[src/rtl/uart_frame_scheduler.sv]
`default_nettype none
// ============================================================================
// Module   : uart_frame_scheduler
// Purpose  : Synchronizes two player status bytes and detects their changes.
//            Schedules change/heartbeat frames onto one UART through a
//            valid/ready handshake. Arbitration is urgent-first, then
//            round-robin. A minimum idle gap follows every accepted frame.
// Revision : 1.0  initial release
// ============================================================================
module uart_frame_scheduler #(
    parameter int HEARTBEAT_CYCLES = 1000000,
    parameter int GAP_CYCLES       = 16
) (
    input  logic        clk,
    input  logic        rst,
    input  logic [7:0]  p0_data,
    input  logic [7:0]  p1_data,
    input  logic        tx_ready,
    output logic        tx_valid,
    output logic [7:0]  tx_data,
    output logic        tx_tag,
    output logic [15:0] frames_sent
);

    localparam int c_HB_W  = (HEARTBEAT_CYCLES > 1) ? $clog2(HEARTBEAT_CYCLES) : 1;
    localparam int c_GAP_W = (GAP_CYCLES > 1) ? $clog2(GAP_CYCLES) : 1;
    localparam logic [c_HB_W-1:0]  c_HB_LAST  = c_HB_W'(HEARTBEAT_CYCLES - 1);
    localparam logic [c_GAP_W-1:0] c_GAP_LOAD = (GAP_CYCLES > 0) ? c_GAP_W'(GAP_CYCLES - 1) : '0;

    typedef enum logic [1:0] {
        S_IDLE = 2'd0,
        S_SEND = 2'd1,
        S_GAP  = 2'd2
    } state_t;

    logic [1:0][7:0]     s1_q, s2_q, shadow_q;
    logic [1:0]          hb_q;
    logic [c_HB_W-1:0]   hb_cnt_q;
    logic [c_GAP_W-1:0]  gap_cnt_q;
    state_t              state_q;
    logic                rr_q;
    logic                tx_valid_q, tx_tag_q;
    logic [7:0]          tx_data_q;
    logic [15:0]         frames_q;

    logic [1:0]          w_pend, w_urg;
    logic                w_grant, w_hb_tick, w_accept;

    assign w_hb_tick = (hb_cnt_q == c_HB_LAST);
    assign w_accept  = tx_valid_q & tx_ready;

    assign tx_valid    = tx_valid_q;
    assign tx_data     = tx_data_q;
    assign tx_tag      = tx_tag_q;
    assign frames_sent = frames_q;

    // Two-flop synchronizers; only the second stage feeds the logic
    always_ff @(posedge clk or negedge rst) begin
        if (!rst) begin
            s1_q <= '0;
            s2_q <= '0;
        end else begin
            s1_q <= {p1_data, p0_data};
            s2_q <= s1_q;
        end
    end

    // Free-running heartbeat counter, wraps at the terminal count
    always_ff @(posedge clk or negedge rst) begin
        if (!rst) begin
            hb_cnt_q <= '0;
        end else if (w_hb_tick) begin
            hb_cnt_q <= '0;
        end else begin
            hb_cnt_q <= hb_cnt_q + c_HB_W'(1);
        end
    end

    // Sticky heartbeat flags; a tick overrides a same-edge acceptance clear
    always_ff @(posedge clk or negedge rst) begin
        if (!rst) begin
            hb_q <= '0;
        end else begin
            for (int i = 0; i < 2; i++) begin
                if (w_hb_tick) begin
                    hb_q[i] <= 1'b1;
                end else if (w_accept && (tx_tag_q == i[0])) begin
                    hb_q[i] <= 1'b0;
                end
            end
        end
    end

    // Shadow of the last accepted byte per player and the accepted-frame count
    always_ff @(posedge clk or negedge rst) begin
        if (!rst) begin
            shadow_q <= '0;
            frames_q <= '0;
        end else if (w_accept) begin
            shadow_q[tx_tag_q] <= tx_data_q;
            frames_q           <= frames_q + 16'd1;
        end
    end

    // Pending/urgent detection and the urgent-first, round-robin grant choice
    always_comb begin
        w_pend  = '0;
        w_urg   = '0;
        w_grant = 1'b0;
        for (int i = 0; i < 2; i++) begin
            w_pend[i] = (s2_q[i] != shadow_q[i]) | hb_q[i];
            w_urg[i]  = w_pend[i] & s2_q[i][7];
        end
        if (w_urg[0] ^ w_urg[1]) begin
            w_grant = w_urg[1];
        end else if (w_urg[0] | (w_pend[0] & w_pend[1])) begin
            w_grant = rr_q;
        end else begin
            w_grant = w_pend[1];
        end
    end

    // Frame FSM: grant in IDLE, hold the offer in SEND, enforce spacing in GAP
    always_ff @(posedge clk or negedge rst) begin
        if (!rst) begin
            state_q    <= S_IDLE;
            gap_cnt_q  <= '0;
            rr_q       <= 1'b0;
            tx_valid_q <= 1'b0;
            tx_data_q  <= 8'h00;
            tx_tag_q   <= 1'b0;
        end else begin
            case (state_q)
                S_IDLE: begin
                    if (|w_pend) begin
                        tx_valid_q <= 1'b1;
                        tx_data_q  <= s2_q[w_grant];
                        tx_tag_q   <= w_grant;
                        rr_q       <= ~w_grant;
                        state_q    <= S_SEND;
                    end
                end
                S_SEND: begin
                    if (tx_ready) begin
                        tx_valid_q <= 1'b0;
                        if (GAP_CYCLES > 0) begin
                            gap_cnt_q <= c_GAP_LOAD;
                            state_q   <= S_GAP;
                        end else begin
                            state_q   <= S_IDLE;
                        end
                    end
                end
                S_GAP: begin
                    if (gap_cnt_q == '0) begin
                        state_q <= S_IDLE;
                    end else begin
                        gap_cnt_q <= gap_cnt_q - c_GAP_W'(1);
                    end
                end
                default: begin
                    state_q <= S_IDLE;
                end
            endcase
        end
    end

endmodule
`default_nettype wire

[config.mk]
export PLATFORM = sky130hd
export DESIGN_NAME = uart_frame_scheduler
export DESIGN_NICKNAME = d
export VERILOG_FILES = /design/src/rtl/uart_frame_scheduler.sv
export SDC_FILE = /design/constraint.sdc
export NUM_CORES = 1
export LEC_CHECK = 0
export BUFFER_PORTS_ARGS = -buffer_cell sky130_fd_sc_hd__buf_2
export CAP_MARGIN = 25
export CORE_UTILIZATION = 40
export DETAILED_ROUTE_END_ITERATION = 6
export HOLD_SLACK_MARGIN = 0.1
export MAX_ROUTING_LAYER = met4
export PLACE_DENSITY = 0.58
export SETUP_SLACK_MARGIN = 0.02
export SLEW_MARGIN = 30
export SYNTH_ARGS = -nofsm -noshare
export SYNTH_HDL_FRONTEND = slang
export SYNTH_SLANG_ARGS = --single-unit
[constraint.sdc]
create_clock -name clk -period 3.7 [get_ports clk]
set_clock_uncertainty 0.1 [all_clocks]
set_input_delay 0.185 -clock clk [delete_from_list [all_inputs] [get_ports clk]]
set_output_delay 0.185 -clock clk [all_outputs]
set_load 0.02 [all_outputs]
==> reports/summary.md <==
• final number of max-transition violations: 0
• Netlist cell types: 38
• cell at the root of the clock tree: clkbuf_8
• transition time at the pin with the least slew margin: 923.2 ps
• standard-cell rows: 36
• ratio of routed vias to standard cells: 4.906
• number of antenna violations at the first check in global routing: 0
• number of primary I/O pins: 45
• core area: 9819 sq um
• die height: 102.7 um
• fraction of layout instances using a drive strength above 1: 21.74%
• startpoint type of the worst setup path: flop
• starting utilization of the core area: 41.30%
• slowest cell on the critical path: or4_4
• hold crit path type: reg -> reg
• count of nets left with antenna violations after detail routing: 0
• category of the critical setup timing path: reg -> reg
• post-detail-place hpwl: 4802 um
• total negative slack for setup checks: 0 ps
• clk sinks: 103
• Net count, final: 408
• vias: 2,571
• signal arrival time at the worst endpoint: 2490 ps
• IR drop worst, VDD: 0.2510 mV
• CP max stage delay: 570 ps
• number of flip-flops and latches in the synthesized netlist: 103
• worst-path fanout max: 12
• worst-case setup slack after placement: 1334 ps
• leakage dissipation: 2.193 nW
• capturing element type of the critical path: flop
• routed wire length: 7250 um
• outcome: finished, final reports clean
• combined global-route utilization of all metal layers: 16.19%
• Data required, critical path: 3840 ps
• die width: 102.7 um
• number of maximum-capacitance constraint violations: 0
• highest clock rate: 423.8 MHz
• pwr/cell area: 613.9 nW/um^2
• Relative slew margins: 38.17%
• proportion of synthesized chip area in sequential cells: 63.56%
• port bufs: 44
• average instance area after synthesis: 12.91 sq um
• die outline area: 10,540 sq um
• Layout area overhead: 18.39%
• RSZ-0062 raised after global routing: false
• nets in the synthesized netlist: 336
• proportion of synthesized flip-flops having asynchronous set or reset: 100.0%
• detailed-route wire length per cell: 13.84 um
• wire length of the first global-routing pass: 12,480 um
• Antenna diodes: 0
• ratio of final minimum period to clock period: 63.77%
• Synth warnings: 0
• grt ovf: 0
• H-tree levels: 3
• Post-Syn Area: 4055 sq um
• Final Hold Viols: 0
• number of buffers added by the clock tree synthesis step: 9
• number of remaining DRC errors: 0
• Final WS setup: 1341 ps
• Critical path buffers and inverters: 0
• dominant register cell in the synthesized netlist: dfrtp_1
• hold slack: 255.2 ps
• vias in the first global route: 2,538
• worst-case clock buffer depth: 2
• CTS clock-pin slew for the worst setup and hold paths: 100 ps
• pin count of the biggest net entering global routing: 70
• Mapped Cells: 314
• cells traversed along the worst timing path: or4b_1, or4_4, nor3_4, nand2b_1, mux2i_1
• DRC violation total after the first TritonRoute iteration: 101
• Pre-Repair DR Iteration Count: 5
• final critical-path required period: 2359 ps
• clock tree from TritonCTS: built
• final count of negative-setup-slack endpoints: 0
• family with the most delay on the worst path: simple AND/OR/NAND/NOR gates
• source-to-sink clock delay at the later pin of the worst-skew pair: 350 ps
• number of flops mapped to enable cells by yosys: 0
• weighted congestion at the end of routability-driven global placement: 0.7523
==> path summary, 6_finish.rpt <==
kind / endpoint / from / cells after the start / slack [ps]
min: s2_q[15] / s1_q[15] / 0 / 260
min reg2reg: s2_q[15] / s1_q[15] / 0 / 260
max: hb_cnt_q[17] / hb_cnt_q[12] / 5 / 1340
max reg2reg: hb_cnt_q[17] / hb_cnt_q[12] / 5 / 1340
max in group asynchronous: s2_q[4] / rst / 3 / 2510
min in group asynchronous: s1_q[1] / rst / 2 / 290
==> layout make-up <==
type | count | area (sq um)
Clock buffer | 10 | 127.6
Fill cell | 919 | 5019
Multi-Input combinational cell | 201 | 1433
Inverter | 6 | 22.52
Clock inverter | 6 | 45.04
Sequential cell | 103 | 2577
Timing Repair Buffer | 65 | 429.2
Tap cell | 133 | 166.4
==> cell usage in the layout, fill, tap and decap left out, types with 4 or more instances in the layout <==
cell type      count
a21oi_1            4
inv_1              6
dfrtp_1          103
nand4_1           10
buf_2             43
clkbuf_8           9
nand3_1           16
nor2_1            22
dlygate4sd3_1     18
mux2_2            17
nor3b_1            8
xnor2_1           28
and3_1             5
xor2_1            20
nor3_1             7
nand2_1           20
a221o_1            8
==> what timing repair did <==
item,in CTS,in global routing
buffers inserted,0,0
endpoints found under the hold margin,84,0
hold buffers,18,0
resized for setup,0,0
==> cell families after synthesis <==
family          share of synthesized area (%)
mux                                     4.968
compound gates                          4.813
simple gates                            14.01
xor+xnor                                10.37
buf+inv                                 1.111
flops                                   63.56
fa+ha+maj                               1.173
==> Yosys cell counts, types with 2 or more instances <==
| master | number | area, sq um |
|---|---|---|
| nor4_1 | 2 | 12.51 |
| a21oi_1 | 4 | 20.02 |
| o21ai_0 | 3 | 15.01 |
| xnor2_1 | 28 | 245.2 |
| nor2_1 | 22 | 82.58 |
| or4b_2 | 2 | 20.02 |
| clkbuf_1 | 3 | 11.26 |
| and3_1 | 5 | 31.28 |
| mux2_2 | 17 | 191.4 |
| nor3b_1 | 8 | 60.06 |
| nor3_1 | 7 | 35.03 |
| inv_1 | 6 | 22.52 |
| a31oi_1 | 2 | 12.51 |
| nand4_1 | 10 | 62.56 |
| o31ai_1 | 2 | 15.01 |
| nand3_1 | 16 | 80.08 |
| a221o_1 | 8 | 80.08 |
| nand2b_1 | 3 | 18.77 |
| nand2_1 | 20 | 75.07 |
| ha_1 | 3 | 37.54 |
| or4b_1 | 2 | 20.02 |
| a21o_1 | 3 | 22.52 |
| dfrtp_1 | 103 | 2577 |
| nor2b_1 | 2 | 12.51 |
| xor2_1 | 20 | 175.2 |
==> power breakdown <==
| group | internal, mW | total [mW] | switching, mW | leakage [nW] |
|---|---|---|---|---|
| clock | 0.250 | 0.628 | 0.378 | 0.0846 |
| sequential | 1.34 | 1.54 | 0.203 | 1.27 |
| combinational | 0.366 | 0.781 | 0.415 | 0.836 |
==> state kept, by name, indices dropped and copies added, names as in the netlist <==
register,count
s1_q,16
hb_q,2
shadow_q,16
s2_q,16
gap_cnt_q,4
tx_tag,1
tx_data,8
tx_valid,1
hb_cnt_q,20
rr_q,1
frames_sent,16
state_q,2
==> layer usage <==
| layer | up-vias | share of wire, % | track usage, % |
|---|---|---|---|
| li1 | 1246 | - | - |
| met1 | 1273 | 50 | 21.92 |
| met2 | 46 | 46 | 24.21 |
| met3 | 6 | 3.4 | 3.593 |
| met4 | 0 | 1.2 | 5.385 |
| met5 | - | 0 | - |
==> per-stage QoR <==
stage	power [mW]	instances	cell area, sq um	util [%]
5_1_grt	3.158	524	4801	48.89
4_1_cts	2.995	524	4797	48.85
3_3_place_gp	2.314	490	4444	45.26
2_1_floorplan	2.062	314	4055	-
6_report	2.947	524	4801	48.89
3_5_place_dp	2.337	490	4444	45.26
Note: power is estimated with default switching activity, not from simulation.
